## config.mk

```make
export PLATFORM = sky130hd
export DESIGN_NAME = fetch_queue
export DESIGN_NICKNAME = d
export VERILOG_FILES = /design/src/rtl/fetch_queue.sv
export SDC_FILE = /design/constraint.sdc
export NUM_CORES = 1
export LEC_CHECK = 0
export ABC_AREA = 1
export CORE_UTILIZATION = 55
export DETAILED_ROUTE_END_ITERATION = 10
export GPL_ROUTABILITY_DRIVEN = 1
export PLACE_DENSITY = 0.9
export SETUP_SLACK_MARGIN = 0.15
export SYNTH_ARGS = -nofsm -noshare
export SYNTH_HDL_FRONTEND = slang
export SYNTH_SLANG_ARGS = --single-unit
export TNS_END_PERCENT = 1
```

## constraint.sdc

```tcl
create_clock -name clk -period 3.2 [get_ports clk]
set_input_delay 0.64 -clock clk [delete_from_list [all_inputs] [get_ports clk]]
set_output_delay 0.64 -clock clk [all_outputs]
set_load 0.01 [all_outputs]
```

## src/rtl/fetch_queue.sv

```systemverilog
// Instruction prefetch queue: one outstanding program-memory request, flush/redirect with response discard.
// Optional macro FETCH_QUEUE_STATS_EN adds a saturating fetch_count of pushed responses.
module fetch_queue #(
  parameter int PROGRAM_MEM_ADDR_BITS = 8,
  parameter int PROGRAM_MEM_DATA_BITS = 16,
  parameter int QUEUE_DEPTH           = 4
) (
  input  logic                             clk,
  input  logic                             reset,
  input  logic                             enable,
  input  logic                             redirect_valid,
  input  logic [PROGRAM_MEM_ADDR_BITS-1:0] redirect_pc,
  output logic                             program_mem_read_valid,
  output logic [PROGRAM_MEM_ADDR_BITS-1:0] program_mem_read_address,
  input  logic                             program_mem_read_ready,
  input  logic [PROGRAM_MEM_DATA_BITS-1:0] program_mem_read_data,
  output logic                             instr_valid,
  input  logic                             instr_ready,
  output logic [PROGRAM_MEM_DATA_BITS-1:0] instruction,
  output logic [PROGRAM_MEM_ADDR_BITS-1:0] instr_pc
`ifdef FETCH_QUEUE_STATS_EN
  ,
  output logic [15:0]                      fetch_count
`endif
);

  localparam int PW = $clog2(QUEUE_DEPTH);
  localparam int CW = PW + 1;

  typedef enum logic [1:0] {
    IDLE    = 2'd0,
    REQUEST = 2'd1,
    DISCARD = 2'd2
  } state_t;

  state_t                           state_r, state_s;
  logic                             rd_valid_r, rd_valid_s;
  logic [PROGRAM_MEM_ADDR_BITS-1:0] rd_addr_r, rd_addr_s;
  logic [PROGRAM_MEM_ADDR_BITS-1:0] fetch_pc_r;
  logic [CW-1:0]                    count_r;
  logic [PW-1:0]                    head_r, tail_r;
  logic                             push_s, pop_s;
  logic [PROGRAM_MEM_DATA_BITS-1:0] data_q_r [QUEUE_DEPTH];
  logic [PROGRAM_MEM_ADDR_BITS-1:0] pc_q_r   [QUEUE_DEPTH];

  assign instr_valid              = (count_r != CW'(0));
  assign instruction              = instr_valid ? data_q_r[head_r] : {PROGRAM_MEM_DATA_BITS{1'b0}};
  assign instr_pc                 = instr_valid ? pc_q_r[head_r] : {PROGRAM_MEM_ADDR_BITS{1'b0}};
  assign program_mem_read_valid   = rd_valid_r;
  assign program_mem_read_address = rd_addr_r;
  assign pop_s                    = instr_valid && instr_ready && !redirect_valid;

  // Next-state and next request-port values; redirect outranks issue and push.
  always_comb begin
    state_s    = state_r;
    rd_valid_s = rd_valid_r;
    rd_addr_s  = rd_addr_r;
    push_s     = 1'b0;
    case (state_r)
      IDLE: begin
        if (enable && !redirect_valid && (count_r < CW'(QUEUE_DEPTH))) begin
          state_s    = REQUEST;
          rd_valid_s = 1'b1;
          rd_addr_s  = fetch_pc_r;
        end else begin
          state_s = IDLE;
        end
      end
      REQUEST: begin
        if (redirect_valid) begin
          if (program_mem_read_ready) begin
            state_s    = IDLE;
            rd_valid_s = 1'b0;
          end else begin
            state_s = DISCARD;
          end
        end else if (program_mem_read_ready) begin
          state_s    = IDLE;
          rd_valid_s = 1'b0;
          push_s     = 1'b1;
        end else begin
          state_s = REQUEST;
        end
      end
      DISCARD: begin
        if (program_mem_read_ready) begin
          state_s    = IDLE;
          rd_valid_s = 1'b0;
        end else begin
          state_s = DISCARD;
        end
      end
      default: begin
        state_s    = IDLE;
        rd_valid_s = 1'b0;
      end
    endcase
  end

  // FSM, request port, fetch PC and queue occupancy.
  always_ff @(posedge clk) begin
    if (reset) begin
      state_r    <= IDLE;
      rd_valid_r <= 1'b0;
      rd_addr_r  <= {PROGRAM_MEM_ADDR_BITS{1'b0}};
      fetch_pc_r <= {PROGRAM_MEM_ADDR_BITS{1'b0}};
      count_r    <= CW'(0);
      head_r     <= PW'(0);
      tail_r     <= PW'(0);
    end else begin
      state_r    <= state_s;
      rd_valid_r <= rd_valid_s;
      rd_addr_r  <= rd_addr_s;
      if (redirect_valid) begin
        fetch_pc_r <= redirect_pc;
        count_r    <= CW'(0);
        head_r     <= PW'(0);
        tail_r     <= PW'(0);
      end else begin
        if (push_s) begin
          tail_r     <= tail_r + PW'(1);
          fetch_pc_r <= fetch_pc_r + PROGRAM_MEM_ADDR_BITS'(1);
        end
        if (pop_s) begin
          head_r <= head_r + PW'(1);
        end
        if (push_s && !pop_s) begin
          count_r <= count_r + CW'(1);
        end else if (pop_s && !push_s) begin
          count_r <= count_r - CW'(1);
        end
      end
    end
  end

  // Queue storage; contents are only observable through the count-qualified head.
  always_ff @(posedge clk) begin
    if (push_s) begin
      data_q_r[tail_r] <= program_mem_read_data;
      pc_q_r[tail_r]   <= fetch_pc_r;
    end
  end

`ifdef FETCH_QUEUE_STATS_EN
  logic [15:0] fetch_count_r;

  // Saturating count of responses that actually entered the queue.
  always_ff @(posedge clk) begin
    if (reset) begin
      fetch_count_r <= 16'h0000;
    end else if (push_s && (fetch_count_r != 16'hFFFF)) begin
      fetch_count_r <= fetch_count_r + 16'h0001;
    end
  end

  assign fetch_count = fetch_count_r;
`endif

endmodule
```

# --- Yosys cells after proc, flatten, opt, wreduce, memory -nomap -nowiden ---
# Memory sizes are Yosys's and may differ from the RTL's. A register that Yosys moved wholly into a read port is not among the register bits.
# Cells that the tools add are included.
word_totals:
  mem_bits_ro: 0
  output_inout_bits: 34
  reg_bits: 26
  mem_count: 2
  ram_bits: 96
  inputBits: 30
  latch_bits: 0
mem_list:
  columns: ["name", "words", "width", "rd", "rd_clocked_by_memory_dff", "write_ports", "line", "source"]
  rows:
  - ["data_q_r", 4, 16, 1, 1, 1, "43", "logic [PROGRAM_MEM_DATA_BITS-1:0] data_q_r [QUEUE_DEPTH];"]
  - ["pc_q_r", 4, 8, 1, 1, 1, "44", "logic [PROGRAM_MEM_ADDR_BITS-1:0] pc_q_r [QUEUE_DEPTH];"]
classes:
  n_mul: 0
  n_addsub: 5
  shifts: 0
  div: 0
  muxes: 23
  n_reduce_logical: 17
  n_lt_le_gt_ge: 1
  bitwise: 0
  n_eq_ne: 4
ops:
  columns: ["op", "count"]
  rows:
  - ["$mux W8", 3]
  - ["$mux W16", 1]
  - ["$mux W2", 6]
  - ["$mux W1", 9]
  - ["$add A8 B1 Y8 const B", 1]
  - ["$logic_and A1 B1 Y1", 6]
  - ["$mux W3", 2]
  - ["$pmux W2 S3", 1]
  - ["$add A2 B1 Y2 const B", 2]
  - ["$reduce_and A2 Y1", 2]
  - ["$reduce_bool A2 Y1", 2]
  - ["$reduce_or A2 Y1", 2]
  - ["$add A3 B1 Y3 const B", 1]
  - ["$logic_not A1 Y1", 3]
  - ["$lt A3 B3 Y1 const B", 1]
  - ["$reduce_bool A3 Y1", 1]
  - ["$sub A3 B1 Y3 const B", 1]
  - ["$eq A2 B1 Y1 const B", 1]
  - ["$eq A2 B2 Y1 const B", 1]
  - ["$logic_not A2 Y1", 1]
  - ["$ne A2 B1 Y1 const B", 1]
  - ["$ne A2 B2 Y1 const B", 1]
  - ["$pmux W1 S2", 1]

# --- Longest topological paths before layout ---
logic_depth:
  depth_word: 7
  depth_mapped: 12
  ltp_nobuf: 12

# --- Least setup slack after synthesis ---
# No wires, ideal clock.
synth_path:
  kind: "reg-to-reg"
  start: "reg state_r[1]"
  end: "mem data_q_r[0][0] (enable)"
  n_path_buf: 0
  path_slack_ns: 0.796
  period_less_slack_ns: 2.404
  stages_incl_launch_ff: 7
  arrival_time_ns: 1.999
  cell_sequence: "dfxtp_1 -> inv_1 -> ha_1 -> nand2_4 -> nor2_4 -> inv_4 -> nor2_1"
synth_between:
  elab_chain_len: 4
synth_rtl:
  columns: ["item", "line", "source"]
  rows:
  - ["from (decl)", "36", "state_t state_r, state_s;"]
  - ["from (signal assigned)", "111", "state_r <= state_s;"]
  - ["$eq A2 B1 Y1", "59", "case (state_r)"]
  - ["$mux W1", "59", null]
  - ["named net push_s", "42", "logic push_s, pop_s;"]
  - ["$mux W1", "138", "if (push_s) begin"]
  - ["$mux W1 (implied by the code)", "139", "data_q_r[tail_r] <= program_mem_read_data;"]
  - ["to (decl)", "43", null]
# The timed path passes the listed nets, and every way through them passes these cells.

==> impl_metrics.tcl <==
set metrics [dict create \
    hold_ws_ns 0.446 \
    worst_slew_pin_slew_ns 0.440 \
    synth.top_cells.by_count "nor2_1, edfxtp_1, o21ai_0" \
    report.final.slew_viol_count 0 \
    p_leak_uw 0.00234 \
    synthMostInstantiatedCell "nor2_1" \
    netlist_top_cells_area "edfxtp_1, dfxtp_1, nor2_1" \
    required_ns 2.56 \
    fillers 563 \
    final_nets 598 \
    min_period_ns 3.00 \
    design.die.area_um2 9750 \
    skew_ns 0.00983 \
    yosysSeqAreaShare_pct 66.9 \
    clk_path_buf_depth 2 \
    ys.flop_type "edfxtp_1" \
    ys_ff_latch 124 \
    grt_pass1_vias 3841 \
    ctsHoldBuffers 0 \
    clkSinkCount 124 \
    drt-initial-drc-count 367 \
    ant_nets 0 \
    vias 3949 \
    grt_usage_pct 26.0 \
    ctsHtreeMaxLevel 4 \
    drc 0 \
    p_per_area_nw_per_um2 577 \
    synth-edff-count 96 \
    coreArea_um2 8890 \
    path_clk_slew_ns 0.06 \
    max_cap_viol_count 0 \
    fp.dieW_um 98.7 \
    fin_ws_ns 0.202 \
    initial_core_util_pct 57.9 \
    syn_avg_cell_area_um2 10.7 \
    wl_met1_um 4980 \
    path_max_fanout 24 \
    boundaryPins 64 \
    routed_wl_um 12900 \
    cts_tree "done" \
    rows 34 \
    grt_max_degree 49 \
    top_layer_used "met4" \
    cts-root-buf "clkbuf_8" \
    crit_path_frequent_cell "nor2_1" \
    grt-ovfl-total 0 \
    yosys_warnings 0 \
    route.met2.wl_um 6710 \
    insertion_delay_ns 0.52 \
    async_flop_share_pct 0 \
    n_antenna_cell 0 \
    fin_crit_sh_pct 93.7 \
    cpPeakStageDelay_ns 0.57 \
    vias_per_cell 5.83 \
    setup_viol 0 \
    dp_hpwl_um 7120 \
    synthCells 479 \
    arrival_ns 2.36 \
    fin_tns_setup_ns 0 \
    post-place-ws_ns 0.372 \
    area_growth_pct 28.1 \
    finalWeightedCongestion 0.814 \
    slowest_stage "clkdlybuf4s50_1" \
    worstSetupPathType "reg2out" \
    wl_per_cell_um 19.0 \
    hold_viol_final 0 \
    synth_area_leader_cell "edfxtp_1" \
    grt_first_pass_wirelength_um 18900 \
    antenna_found_initial 0 \
    crit_path_start_kind "register" \
    drive_above_1_share_pct 10.7 \
    syn_nets 520 \
    max_freq_mhz 334 \
    syn_area_um2 5150 \
    ys_types 34 \
    numCtsBuffers 17 \
    relSlewSlack_pct 70.7 \
    ir_drop_v 0.000457 \
    port_buffers 63 \
    endpoint_kind "primary output" \
    crit_chain "clkbuf_16 > nor2_1 > nor2_1 > o21ai_0 > a21oi_1 > clkdlybuf4s50_1" \
    firstDrtPassIters 5 \
    rsz0062_at_grt "yes" \
    die_h_um 98.7 \
    status "finished clean" \
    synth_top_area_share_pct 56.0 \
    wl_met3_um 975 \
    hold_path_class "reg2reg" \
]
repair_timing:
item	CTS	global route
buffers inserted	3	4
cloned	1	2
endpoints found under the setup margin	16	24
pin swaps	0	0
resized for setup	3	8
layout make-up:
type | count | area [um2] | share of cell area [%]
clock inverter | 13 | 151 | 2.30
inverter | 37 | 151 | 2.30
tap | 108 | 135 | 2.05
multi-input combinational | 296 | 1460 | 22.2
timing repair inverter | 2 | 15.0 | 0.228
sequential | 124 | 3440 | 52.2
clock buffer | 18 | 418 | 6.34
timing repair buffer | 79 | 818 | 12.4
layer usage:
metal	up-vias	global-route usage, %
met5	-	0
met4	0	8.61
met3	21	6.95
met2	213	45.9
met1	1915	30.9
li1	1800	-
where the power goes:
group	internal (uW)	switching (uW)	leakage (uW)	total, uW
sequential	1760	23.9	0.00110	1780
clock	1170	681	0.000269	1850
combinational	84.8	90.2	0.000971	175
path summary, 6_finish.rpt:
kind	slack, ns	endpoint	cells past startpoint	startpoint
worst max-delay path	0.20	instruction[9]	6	register
worst min-delay path	0.45	program_mem_read_address[1]	2	program_mem_read_address[1]
worst max register to register	0.87	count_r[2]	12	state_r[1]
worst min register to register	0.45	program_mem_read_address[1]	2	program_mem_read_address[1]
cells by family after synthesis:
logic type	synth area share [%]
fa+ha+maj	2.82
flops	66.9
simple gates	13.5
xor+xnor	0.340
compound gates	11.5
buf+inv	4.94
sequential cells by signal, summed over array words and instances (netlist names), named ones only:
signal / flops
count_r: 3
data_q_r: 64
fetch_pc_r: 8
head_r: 2
pc_q_r: 32
program_mem_read_address: 8
program_mem_read_valid: 1
state_r: 2
tail_r: 2
layout by cell type (no fill, tap or decap), drive strengths merged:
cell type / n
buf: 15
o21ai: 63
a22oi: 1
clkinv: 7
xor2: 2
nand4: 2
edfxtp: 96
bufinv: 3
inv: 35
nand2: 32
fa: 1
clkinvlp: 7
nor3: 1
a31oi: 1
a211oi: 1
ha: 10
o21bai: 2
clkbuf: 19
nand3: 17
nor4: 1
a21oi: 44
dfxtp: 28
o211ai: 1
clkdlybuf4s50: 63
nor2: 116
o211a: 1
per-stage QoR:
stage | total power [uW] | instances | instance area, um2 | utilization, %
floorplan | 1880 | 479 | 5150 | -
global placement | 1970 | 636 | 5910 | 66.4
detailed placement | 1980 | 636 | 5910 | 66.4
CTS | 3800 | 671 | 6510 | 73.3
global route | 3920 | 677 | 6590 | 74.2
finish | 3810 | 677 | 6590 | 74.2
worst max-delay path: cells and delay by family (launching register included):
family          cells  cell delay, ns
flops               1            0.51
compound gates      2            0.33
simple gates        2            0.14
buf+inv             2            0.85
No activity file was read; power rests on OpenSTA's default activity.
